### src/rtl/fu_issue_sched_pkg.sv
// fu_issue_sched_pkg: shared types for the FU issue schedulers.
//  fu_sched_state_t : scheduler FSM state (IDLE / BUSY / DRAIN)
//  ENT_IDX_W        : RS slot index width for the default 8-entry station
package fu_issue_sched_pkg;

  typedef enum logic [1:0] {
    IDLE  = 2'd0,
    BUSY  = 2'd1,
    DRAIN = 2'd2
  } fu_sched_state_t;

  localparam int NUM_ENT_DEF = 8;
  localparam int ENT_IDX_W   = $clog2(NUM_ENT_DEF);

endpackage

### src/rtl/fu_issue_sched_oldest_select.sv
// oldest_select: combinational oldest-first picker over NUM_ENT RS entries.
//  eligible  in  [NUM_ENT]        entry is valid and ready
//  rob_idx   in  [NUM_ENT][ROB_W] ROB index per entry
//  head      in  [ROB_W]          current ROB head
//  win_idx   out [IDX_W]          index of the oldest eligible entry (0 if none)
//  win_oh    out [NUM_ENT]        one-hot of win_idx, 0 if none eligible
//  any_valid out                  at least one entry eligible
// Age is the distance from the ROB head; the wrap of the ROB_W-bit subtract
// is intended (ROB depth is a power of two). Ties go to the lowest index.
module oldest_select #(
  parameter int NUM_ENT = 8,
  parameter int ROB_W   = 5,
  localparam int IDX_W  = $clog2(NUM_ENT)
) (
  input  logic [NUM_ENT-1:0]            eligible,
  input  logic [NUM_ENT-1:0][ROB_W-1:0] rob_idx,
  input  logic [ROB_W-1:0]              head,
  output logic [IDX_W-1:0]              win_idx,
  output logic [NUM_ENT-1:0]            win_oh,
  output logic                          any_valid
);

  logic [NUM_ENT-1:0][ROB_W-1:0] age;

  for (genvar i = 0; i < NUM_ENT; i++) begin : g_age
    assign age[i] = rob_idx[i] - head;
  end

  logic [ROB_W-1:0] best_age;
  logic             found;

  // Scan upward with a strict less-than so an equal age never displaces a
  // lower-index winner.
  always_comb begin
    win_idx  = '0;
    best_age = '1;
    found    = 1'b0;
    for (int i = 0; i < NUM_ENT; i++) begin
      if (eligible[i] && (!found || (age[i] < best_age))) begin
        found    = 1'b1;
        best_age = age[i];
        win_idx  = IDX_W'(i);
      end
    end
    win_oh = '0;
    if (found) win_oh[win_idx] = 1'b1;
  end

  assign any_valid = |eligible;

endmodule

### src/rtl/fu_issue_sched.sv
// fu_issue_sched: oldest-first issue scheduler for one non-pipelined
// multi-cycle FU fed from one reservation station.
//  clk, rst_n      clock / async active-low reset
//  rs_valid        [NUM_ENT]        entry holds an instruction
//  rs_ready        [NUM_ENT]        entry operands ready
//  rs_rob_idx      [NUM_ENT*ROB_W]  ROB index per entry (entry i at bits i*ROB_W)
//  rob_head_idx    [ROB_W]          ROB head
//  flush                            pipeline flush
//  fu_wb_resp                       FU writes back this cycle
//  rs_grant        [NUM_ENT]        comb one-hot grant, RS dequeues it this cycle
//  fu_issue_valid                   registered, FU latches op
//  fu_issue_idx    [clog2(NUM_ENT)] registered RS slot of the issued op
//  fu_busy                          FSM in BUSY or DRAIN
//  wb_kill                          comb, writeback belongs to a flushed op
//  wb_timeout_err                   sticky, FU failed to write back in TIMEOUT cycles
module fu_issue_sched
  import fu_issue_sched_pkg::*;
#(
  parameter int NUM_ENT   = 8,
  parameter int ROB_W     = 5,
  parameter int BACK2BACK = 1,
  parameter int TIMEOUT   = 1023
) (
  input  logic                       clk,
  input  logic                       rst_n,
  input  logic [NUM_ENT-1:0]         rs_valid,
  input  logic [NUM_ENT-1:0]         rs_ready,
  input  logic [NUM_ENT*ROB_W-1:0]   rs_rob_idx,
  input  logic [ROB_W-1:0]           rob_head_idx,
  input  logic                       flush,
  input  logic                       fu_wb_resp,
  output logic [NUM_ENT-1:0]         rs_grant,
  output logic                       fu_issue_valid,
  output logic [$clog2(NUM_ENT)-1:0] fu_issue_idx,
  output logic                       fu_busy,
  output logic                       wb_kill,
  output logic                       wb_timeout_err
);

  localparam int IDX_W = $clog2(NUM_ENT);
  localparam int TMR_W = $clog2(TIMEOUT + 1);

  fu_sched_state_t state, state_nxt;

  logic [NUM_ENT-1:0][ROB_W-1:0] rob_arr;
  logic [NUM_ENT-1:0]            eligible;
  logic [IDX_W-1:0]              win_idx;
  logic [NUM_ENT-1:0]            win_oh;
  logic                          any_valid;
  logic                          can_issue;
  logic [TMR_W-1:0]              timer, timer_nxt;

  assign rob_arr  = rs_rob_idx;
  assign eligible = rs_valid & rs_ready;

  oldest_select #(.NUM_ENT(NUM_ENT), .ROB_W(ROB_W)) u_sel (
    .eligible  (eligible),
    .rob_idx   (rob_arr),
    .head      (rob_head_idx),
    .win_idx   (win_idx),
    .win_oh    (win_oh),
    .any_valid (any_valid)
  );

  // rst_n gates the grant so the RS sees no dequeue while reset is held,
  // even though IDLE would otherwise allow issue.
  assign can_issue = rst_n & ~flush & any_valid &
                     ((state == IDLE) |
                      ((state == BUSY) & fu_wb_resp & (BACK2BACK != 0)));

  assign rs_grant = can_issue ? win_oh : '0;
  assign wb_kill  = (state == DRAIN) & fu_wb_resp;
  assign fu_busy  = (state != IDLE);

  always_comb begin
    state_nxt = state;
    case (state)
      IDLE:  if (can_issue) state_nxt = BUSY;
      BUSY: begin
        // flush together with wb: the op completed before the flush took
        // effect, so nothing is left to drain.
        if (flush && !fu_wb_resp) state_nxt = DRAIN;
        else if (fu_wb_resp)      state_nxt = can_issue ? BUSY : IDLE;
      end
      DRAIN: if (fu_wb_resp) state_nxt = IDLE;
      default: state_nxt = IDLE;
    endcase
  end

  always_comb begin
    timer_nxt = timer;
    if (fu_wb_resp || ((state_nxt != state) && (state_nxt != IDLE)))
      timer_nxt = '0;
    else if ((state != IDLE) && (timer != TMR_W'(TIMEOUT)))
      timer_nxt = timer + 1'b1;
  end

  always_ff @(posedge clk or negedge rst_n) begin
    if (!rst_n) begin
      state          <= IDLE;
      timer          <= '0;
      fu_issue_valid <= 1'b0;
      fu_issue_idx   <= '0;
      wb_timeout_err <= 1'b0;
    end else begin
      state          <= state_nxt;
      timer          <= timer_nxt;
      fu_issue_valid <= can_issue;
      if (can_issue) fu_issue_idx <= win_idx;
      // Error fires on the edge the timer reaches TIMEOUT; the saturated
      // value can only have been reached while waiting on the FU.
      if ((state != IDLE) && (timer_nxt == TMR_W'(TIMEOUT)))
        wb_timeout_err <= 1'b1;
    end
  end

endmodule

### config.mk
export PLATFORM = sky130hd
export DESIGN_NAME = fu_issue_sched
export DESIGN_NICKNAME = d
export VERILOG_FILES = /design/src/rtl/fu_issue_sched_pkg.sv /design/src/rtl/fu_issue_sched_oldest_select.sv /design/src/rtl/fu_issue_sched.sv
export SDC_FILE = /design/constraint.sdc
export NUM_CORES = 1
export LEC_CHECK = 0
export BUFFER_PORTS_ARGS = -buffer_cell sky130_fd_sc_hd__buf_4
export CAP_MARGIN = 20
export CORE_ASPECT_RATIO = 1.25
export CORE_UTILIZATION = 57
export DETAILED_ROUTE_END_ITERATION = 10
export PLACE_DENSITY = 0.83
export SLEW_MARGIN = 10
export SYNTH_ARGS = -nofsm -noshare
export SYNTH_HDL_FRONTEND = slang
export SYNTH_SLANG_ARGS = --single-unit
export TNS_END_PERCENT = 20
### constraint.sdc
create_clock -name clk -period 13.95 [get_ports clk]
set_input_delay 0 -clock clk [delete_from_list [all_inputs] [get_ports clk]]
set_output_delay 0 -clock clk [all_outputs]
set_load 0.005 [all_outputs]
# == Word-level counts from Yosys, hierarchy flattened ==
# Index checks and enable logic that the tools add are counted.
# op_classes
n_lt_le_gt_ge,9
n_reduce_logical,32
eq_ne,5
n_addsub,9
mux,34
n_bitwise,8
# op_table
operator,count
subtractor 5 bit,8
less-than comparator 5 bit,7
two-way mux 5 bit,7
two-way mux 10 bit,2
two-way mux 8 bit,2
logical AND 1 bit,12
two-way mux 2 bit,6
two-way mux 3 bit,4
two-way mux 1 bit,11
adder 10 x 1 -> 10 bit (second input constant),1
== test 10 bit (second input constant),1
inequality test 10 bit (second input constant),1
AND 8 bit,1
zero test 1 bit,8
logical OR 1 bit,8
OR reduction 8 bit,1
case mux 2 bit (3 select lines),1
AND 1 bit,5
less-than comparator 3 x 4 -> 1 bit (second input constant),1
nonzero test 2 bit,2
demux 1 bit (select 3 bit),1
>= comparator 3 x 1 -> 1 bit (second input constant),1
== test 2 x 1 -> 1 bit (second input constant),1
== test 2 bit (second input constant),1
other kinds (4),4
# word_totals
out_inout_bits,15
regBits,17

# == Longest topological paths before layout ==
# Gate-level depths: netlist of run 1.
# depth
ltp_word,36
mapped_depth,70
depth_no_buf,70

# == By module ==
# A second synthesis of run 1 with hierarchy kept.
# hier_totals
cells_unflattened,488
hier_area_um2,4121.5
# by_module_without_submodules
module,seq_area_each_um2,area_per_inst_um2,n_inst,cells_per_inst
oldest_select,0.0,2961.6,1,364
fu_issue_sched,425.4,1159.9,1,124

# == Least setup slack after synthesis of run 1 ==
# OpenSTA, ideal clock, no wires.
# synth_timing
path_kind,input to output
start,input rob_head_idx[1]
end,output rs_grant[1]
stages,63
required_time_ns,13.950
setup_slack_ns,1.103
arrival_ns,12.847
n_path_buf,1
cell_sequence,inv_1 fa_1 nor2_1 ha_1 and4_1 o311ai_2 a21boi_0 mux2_2 nor3_1 mux2_2 ha_1 a21o_1 a21oi_1 o211ai_1 o31ai_1 a21boi_0 or2_2 ha_1 [27 not listed] a21o_1 a21o_1 a21oi_1 and2_1 o21bai_1 and2_1 a31oi_2 a21oi_1 a22oi_1 ha_1 a21o_1 a21o_1 a211oi_1 o21ai_0 and4_1 a41oi_1 nor4_1 and2_1
# synth_between
elab_chain_cells,36
# synth_rtl
item,line_no,rtl
from (decl),fu_issue_sched.sv:29,"input logic [ROB_W-1:0] rob_head_idx,"
subtractor 5 bit,fu_issue_sched_oldest_select.sv:26,assign age[i] = rob_idx[i] - head;
two-way mux 5 bit,fu_issue_sched_oldest_select.sv:39,if (eligible[i] && (!found || (age[i] < best_age))) begin
less-than comparator 5 bit,fu_issue_sched_oldest_select.sv:39,
logical OR 1 bit,fu_issue_sched_oldest_select.sv:39,
logical AND 1 bit,fu_issue_sched_oldest_select.sv:39,
two-way mux 5 bit or two-way mux 1 bit (tied branches),fu_issue_sched_oldest_select.sv:39,
less-than comparator 5 bit or zero test 1 bit (tied branches),fu_issue_sched_oldest_select.sv:39,
logical OR 1 bit,fu_issue_sched_oldest_select.sv:39,
[20 not listed],n/a,
logical AND 1 bit,fu_issue_sched_oldest_select.sv:39,
two-way mux 3 bit,fu_issue_sched_oldest_select.sv:39,
less-than comparator 3 x 4 -> 1 bit (implied by the code) or >= comparator 3 x 1 -> 1 bit (tied branches),fu_issue_sched_oldest_select.sv:46,if (found) win_oh[win_idx] = 1'b1;
logical AND 1 bit (implied by the code),fu_issue_sched_oldest_select.sv:46,
two-way mux 1 bit (implied by the code),fu_issue_sched_oldest_select.sv:46,
demux 1 bit (select 3 bit),n/a,
two-way mux 8 bit (*),fu_issue_sched_oldest_select.sv:46,
two-way mux 8 bit (*),fu_issue_sched.sv:71,assign rs_grant = can_issue ? win_oh : '0;
to (decl),fu_issue_sched.sv:32,"output logic [NUM_ENT-1:0] rs_grant,"
# Every way passes the cells marked *; elsewhere a longest branch is shown, timed or not.

# == Final worst setup path of run 1 ==
# layout_timing
start,input rob_head_idx[0]
end,output rs_grant[4]
# The elaborated chain is that of the path after synthesis.

==> results of run 1 <==
through the flow:
step / utilization (%) / power, W / area (um2)
detailed placement: 70.9 / 0.000321 / 4370
finish: 74.3 / 0.000386 / 4580
global placement: 70.9 / 0.000313 / 4370
floorplan: - / 0.000246 / 3630
global route: 74.3 / 0.000420 / 4580
CTS: 72.0 / 0.000358 / 4440
placed cells by master (no fill, tap or decap), types with 3 or more instances in the layout:
cell and instances:
a21boi_0 3, a21o_1 27, a21oi_1 33, a21oi_2 5
and2_1 10, and3_1 10, and4_1 3, buf_4 93
clkbuf_8 3, dfrtp_1 17, fa_1 8, ha_1 60
inv_1 34, mux2_2 5, mux2i_1 4, nand2_1 26
nand2b_1 3, nand3_1 9, nand3b_1 3, nand4_1 7
nor2_1 35, nor2b_1 5, nor3_1 6, o211ai_1 4
o21a_1 3, o21ai_0 10, o21ai_1 3, o22a_1 3
o31a_1 4, or2_2 4, or4_1 3, xnor2_1 22
xor2_1 15
flip-flops by register name, indices dropped and copies added, names as in the netlist:
| signal | cells |
|---|---|
| timer | 10 |
| fu_issue_idx | 3 |
| state | 2 |
| fu_issue_valid | 1 |
| wb_timeout_err | 1 |
power by group:
| group | internal [W] | switching, W |
|---|---|---|
| combinational | 0.000137 | 0.000156 |
| sequential | 0.0000545 | 0.00000398 |
| clock | 0.0000202 | 0.0000150 |
final timing paths:
check,end,slack [ns],cells past startpoint
min in group asynchronous,timer[4],0.15,2
worst min register to register,wb_timeout_err,0.49,1
worst min-delay path,state[1],0.05,3
worst max register to register,wb_timeout_err,10.86,11
worst max-delay path,rs_grant[4],0.57,67
max in group asynchronous,fu_issue_idx[2],13.61,2
cells by family (layout without fill, tap and decap cells):
logic type	count (synthesis)	count (layout)	share of synthesized area [%]
mux	11	11	3.20
simple gates	140	140	20.8
compound gates	127	127	26.0
flops	17	17	11.7
fa+ha+maj	68	68	25.1
xor+xnor	37	37	8.92
buf+inv	39	133	4.27
area by class of cell:
cell class | count | area (um2)
well taps | 85 | 106
inverters | 34 | 128
flip-flops and latches | 17 | 425
fillers | 494 | 1580
repair buffers | 95 | 718
multi-input cells | 383 | 3160
clock buffers | 4 | 45.0
per-layer routing:
layer	part of all wire (%)	GRT usage [%]	routed length, um
met5	0	0	0
met4	2.1	7.53	207
met3	3.3	2.66	318
met2	54	56.0	5270
met1	40	30.8	3880
critical path: cells and delay by family:
kind	cells	cell delay, ns
AOI/OAI and AO/OA	30	5.25
adders and majority gates	9	2.45
buffers and inverters	7	0.97
muxes	3	0.84
and+or+nand+nor	18	3.83
cells in the mapped netlist, types with 2 or more instances:
| master | number | area (um2) |
|---|---|---|
| a31o_2 | 2 | 17.5 |
| a21boi_0 | 5 | 37.5 |
| and2_1 | 11 | 68.8 |
| and4_1 | 3 | 26.3 |
| o31a_1 | 4 | 35.0 |
| o21a_1 | 3 | 22.5 |
| fa_1 | 8 | 160 |
| ha_1 | 60 | 751 |
| o211ai_1 | 4 | 30.0 |
| a41oi_1 | 2 | 17.5 |
| a21oi_1 | 35 | 175 |
| nand2b_1 | 3 | 18.8 |
| nor2_1 | 36 | 135 |
| o22a_1 | 3 | 26.3 |
| or2_2 | 4 | 25.0 |
| nor3_1 | 6 | 30.0 |
| or3_1 | 2 | 12.5 |
| mux2i_1 | 6 | 60.1 |
| inv_1 | 34 | 128 |
| a22oi_1 | 2 | 15.0 |
| and3_1 | 10 | 62.6 |
| nor4_1 | 3 | 18.8 |
| dfrtp_1 | 17 | 425 |
| nor2b_1 | 5 | 31.3 |
| a21o_1 | 27 | 203 |
| nand3b_1 | 3 | 22.5 |
| xor2_1 | 15 | 131 |
| a211oi_1 | 3 | 22.5 |
| xnor2_1 | 22 | 193 |
| o311a_4 | 2 | 42.5 |
| o31ai_1 | 2 | 15.0 |
| nand4_1 | 7 | 43.8 |
| or4_1 | 3 | 22.5 |
| mux2_2 | 5 | 56.3 |
| o21ai_0 | 12 | 60.1 |
| a21oi_2 | 3 | 26.3 |
| nand3_1 | 9 | 45.0 |
| clkbuf_1 | 3 | 11.3 |
| nand2_1 | 27 | 101 |
what timing repair did:
action                                  CTS  global route
resized for setup                         0            24
setup buffers                             0             5
hold buffers                              2             0
hold endpoints to repair                 18             0
endpoints found under the setup margin    0            11
==> results.py, run 1 <==
metrics = {
    "floorplan": {
        "fp.dieArea_mm2": 0.00670,
        "start_util_pct": 58.9,
        "die_y_um": 91.3,
        "core_area_mm2": 0.00617,
        "io_pins": 80,
        "die_x_um": 73.4,
        "num_rows": 32,
    },
    "setup_path": {
        "slowest_delay_ns": 0.58,
        "end_kind": "output pin",
        "cp.arrival_ns": 13.38,
        "critPathKind": "in2out",
        "critPathSlowestCell": "or4_1",
        "cp-start-kind": "input pin",
        "reg2reg_from": "timer[0]",
        "crit_top_cell": "a21o_1",
        "path_max_fanout": 8,
        "cp.required_ns": 13.95,
        "crit_path_start": "rob_head_idx[0]",
    },
    "global_route": {
        "grt_pass1_wl_mm": 15.3,
        "antenna_found_initial": 0,
        "grt_use_total_pct": 28.3,
        "grt_max_degree": 19,
        "overflow": 0,
        "grt_pass1_vias": 3611,
    },
    "detailed_routing": {
        "wl_mm": 9.67,
        "viasPerCell": 5.91,
        "firstDrtPassIters": 5,
        "wire_per_inst_um": 15.6,
        "num_vias": 3655,
        "first_iter_violations": 244,
        "antenna_left": 0,
        "route.detailed.drc": 0,
    },
    "placed_design": {
        "dp_hpwl_mm": 7.82,
        "placed_cells": 607,
        "globalplace.congestion": 0.968,
        "place.port_buffers": 79,
        "place_ws_ns": 0.168,
    },
    "hold_path": {
        "min_from": "flush",
        "holdCritPathClass": "in2reg",
    },
    "synthesis": {
        "seq_area_frac_synth_pct": 11.7,
        "syn_area_per_cell_um2": 8.28,
        "ys_types": 67,
        "synthArstFlopShare_pct": 100,
        "ys_ff_latch": 17,
        "synth_edf_count": 0,
        "syn_nets": 572,
        "ys_warn_count": 0,
        "synth_cells": 439,
        "dominantRegCellSynth": "dfrtp_1",
        "syn-cell-area_mm2": 0.00363,
    },
    "timing": {
        "fin_crit_sh_pct": 95.9,
        "finalSetupViolations": 0,
        "worst_slack_ns": 0.565,
        "max_slew_margin_pct": 60.3,
        "slew_viol_final": 0,
        "fmax_mhz": 74.7,
        "worst_pin_slew_ns": 0.592,
        "final.min_clock_period_ns": 13.38,
        "finClkSkew_ns": 0.00662,
        "finalHoldViolCount": 0,
        "final.setup.tns_ns": 0,
        "whs_ns": 0.0506,
    },
    "cts": {
        "numCtsBuffers": 3,
        "cts.clk_slew.worst_paths_ns": 0.06,
        "clk_path_buf_depth": 2,
        "clkSinkCount": 17,
        "cts_tree": "yes",
        "clock_latency_ns": 0.25,
        "htree_levels": 1,
        "cts_root_buf": "clkbuf_8",
    },
    "power": {
        "p_leak_nw": 2.29,
        "peakVddDrop_mv": 0.0432,
        "power.density_mw_per_mm2": 84.3,
    },
    "finish": {
        "fin_cells": 618,
        "antennaDiodeCount": 0,
        "area.growth.synth_to_final_pct": 26.1,
        "drive_above_1_share_pct": 26.1,
        "fin_nets": 667,
    },
    "job": {
        "cap_violations": 0,
    },
    "run_status": {
        "status": "completed",
    },
}
Note: power is estimated with default switching activity, not from simulation.
==> inputs of run 2 (changes only) <==
Settings changed: ABC_CLOCK_PERIOD_IN_PS set to 13950, CORE_UTILIZATION 57 to 58, SYNTH_HIERARCHICAL set to 1.
==> run 2 against run 1 <==
- clock power grew 7.4%
- power grew 13%
- count of clock-buffer cells in the layout shrank 1
- routed wire length grew 17%
- sequential share of layout area shrank 0.92 points
- setup slack gained 0.23 ns
- sequential cell count is the same
- sequential power grew 3%
- hold slack gained 0.089 ns
- critical path type unchanged
- largest cell class unchanged
- highest routed layer unchanged
==> results.py, run 2 <==
metrics = {
    "detailed_routing": {
        "wire_per_inst_um": 16.9,
        "antenna_left": 0,
        "wl_mm": 11.3,
        "first_iter_violations": 239,
        "route.detailed.drc": 0,
        "firstDrtPassIters": 5,
        "viasPerCell": 6.17,
        "num_vias": 4136,
    },
    "synthesis": {
        "syn_area_per_cell_um2": 8.45,
        "yosysMostFrequentCell": "ha_1",
        "synth_cells": 488,
        "syn-cell-area_mm2": 0.00412,
        "syn_nets": 621,
        "synthArstFlopShare_pct": 100,
        "dominantRegCellSynth": "dfrtp_1",
        "ys_types": 84,
        "netlist_top_cells_area": "ha_1 18%, dfrtp_1 10%, xnor2_1 4.7%",
        "synth_edf_count": 0,
        "synth_commonest_cells": "60 x ha_1, 46 x inv_1, 34 x a21oi_1, 25 x a21o_1",
        "synth_top_cell_by_area": "ha_1",
        "ys_ff_latch": 17,
        "yosys.area.top_type_share_pct": 18.2,
        "seq_area_frac_synth_pct": 10.3,
        "ys_warn_count": 6,
    },
    "timing": {
        "fin_crit_sh_pct": 94.3,
        "finalHoldViolCount": 0,
        "finalSetupViolations": 0,
        "slew_viol_final": 0,
        "max_slew_margin_pct": 43.5,
        "final.min_clock_period_ns": 13.15,
        "finClkSkew_ns": 0.00543,
        "fmax_mhz": 76.0,
        "worst_slack_ns": 0.799,
        "worst_pin_slew_ns": 0.843,
    },
    "finish": {
        "fin_nets": 714,
        "top_register": "timer",
        "antennaDiodeCount": 0,
        "largest_register_ffs": 10,
        "layout_common_cells": "94 x buf_4, 60 x ha_1, 44 x inv_1, 33 x a21oi_1, 25 x a21o_1",
        "final_common_cell": "buf_4",
        "area.growth.synth_to_final_pct": 23.4,
        "n_fill_cell": 542,
        "drive_above_1_share_pct": 27.6,
        "reg_top3": "timer x10, fu_issue_idx x3, state x2",
    },
    "power": {
        "power.density_mw_per_mm2": 86.0,
        "clkPwrFrac_pct": 8.6,
        "p_leak_nw": 2.40,
        "power_w": 0.000438,
        "power_frac_seq_pct": 13.8,
        "switching_power_w": 0.000204,
        "comb_power_share_pct": 77.6,
        "p_int_w": 0.000234,
        "peakVddDrop_mv": 0.0438,
        "switching_share_pct": 46.6,
    },
    "floorplan": {
        "io_pins": 80,
        "fp.dieArea_mm2": 0.00745,
        "die_y_um": 96.2,
        "start_util_pct": 59.4,
        "num_rows": 34,
        "die_x_um": 77.4,
        "core_area_mm2": 0.00693,
    },
    "global_route": {
        "grt_use_total_pct": 30.1,
        "grt_max_degree": 20,
        "grt_pass1_vias": 3971,
        "antenna_found_initial": 0,
        "overflow": 0,
        "grt_pass1_wl_mm": 18.0,
    },
    "setup_path": {
        "cp.arrival_ns": 13.15,
        "reg2reg_from": "timer[0]",
        "end_kind": "output pin",
        "cp-start-kind": "input pin",
        "path_max_fanout": 11,
        "cp.required_ns": 13.95,
        "critPathKind": "in2out",
        "slowest_delay_ns": 0.41,
        "critPathSlowestCell": "mux2_2",
        "crit_path_start": "rob_head_idx[0]",
    },
    "cts": {
        "cts.clk_slew.worst_paths_ns": 0.07,
        "clock_latency_ns": 0.26,
        "htree_levels": 1,
        "numCtsBuffers": 3,
        "cts_root_buf": "clkbuf_8",
        "clk_path_buf_depth": 2,
        "clkSinkCount": 17,
        "cts_tree": "yes",
    },
    "run_status": {
        "status": "completed",
    },
    "placed_design": {
        "dp_hpwl_mm": 9.01,
        "place.port_buffers": 79,
        "globalplace.congestion": 0.989,
        "place_ws_ns": 0.525,
    },
    "job": {
        "cap_violations": 0,
    },
    "hold_path": {
        "holdCritPathClass": "in2async",
    },
}
## run 2: changes by cell type after synthesis, sizes merged, moves of 5 or more
cell    delta
nor3b      +5
a211oi     +8
inv       +13
nand2     -10
o21ai     +10
o21a       +5
buf        +9
nor2      -11
nand3      -5
and2      +15
## run 2: cells by family after synthesis
group / Yosys count / synth area share (%)
AND/OR/NAND/NOR: 137 / 19.5
adder cells (fa/ha/maj): 68 / 22.1
multiplexers: 14 / 3.98
buffers and inverters: 59 / 6.47
flip-flops: 17 / 10.3
XOR/XNOR: 34 / 7.23
AO/OA/AOI/OAI: 159 / 30.4
## run 2: final timing paths
check,endpoint,slack (ns),cells after the start
min,fu_issue_valid,0.14,2
max in group asynchronous,timer[2],13.60,2
max,rs_grant[0],0.80,65
min in group clk,state[1],0.46,3
min reg2reg,wb_timeout_err,0.48,1
max reg2reg,wb_timeout_err,11.84,6
## run 2: stage by stage
step	instance area, um2	hold slack, ns	std cells	utilization [%]	TNS (ns)
after floorplan	4120	-0.296	488	-	0
after global routing	5090	0.181	670	73.4	-0.316
final	5090	0.139	670	73.4	0
after CTS	4840	0.154	656	69.8	0
after global placement	4760	-0.121	649	68.7	0
after detailed placement	4760	-0.115	649	68.7	0
## run 2: power groups by stage
| stage | logic [W] | registers (W) | clock network, W |
|---|---|---|---|
| floorplan | 0.000228 | 0.0000587 | 0 |
| global placement | 0.000297 | 0.0000610 | 0 |
| detailed placement | 0.000306 | 0.0000611 | 0 |
| CTS | 0.000309 | 0.0000602 | 0.0000381 |
| global route | 0.000374 | 0.0000610 | 0.0000395 |
| finish | 0.000340 | 0.0000602 | 0.0000378 |
## run 2: what timing repair did
item,in CTS,in global routing
hold buffers,3,0
buffers inserted,0,13
resized for setup,0,30
endpoints found under the setup margin,0,11
hold endpoints to repair,19,0
## run 2: worst max-delay path: cells and delay by family
| family | cells | cell delay [ns] |
|---|---|---|
| adder cells (fa/ha/maj) | 9 | 2.49 |
| multiplexers | 4 | 1.09 |
| buffers and inverters | 9 | 1.14 |
| AND/OR/NAND/NOR | 7 | 1.44 |
| AO/OA/AOI/OAI | 36 | 6.92 |
## run 2: metal layers
metal  global-route usage, %  wire length [um]  vias to the layer above
li1                        -                 -                     1993
met1                    34.0              4560                     1964
met2                    59.6              5950                      147
met3                    3.32               475                       32
met4                    7.55               349                        0
met5                       0                 0                        -
## run 2: area by class of cell
type / count / area, um2 / area share [%]
multi-input combinational: 412 / 3560 / 69.9
timing repair buffer: 99 / 758 / 14.9
sequential: 17 / 425 / 8.36
inverter: 48 / 188 / 3.69
tap: 90 / 113 / 2.21
clock buffer: 3 / 41.3 / 0.812
clock inverter: 1 / 5.00 / 0.0984
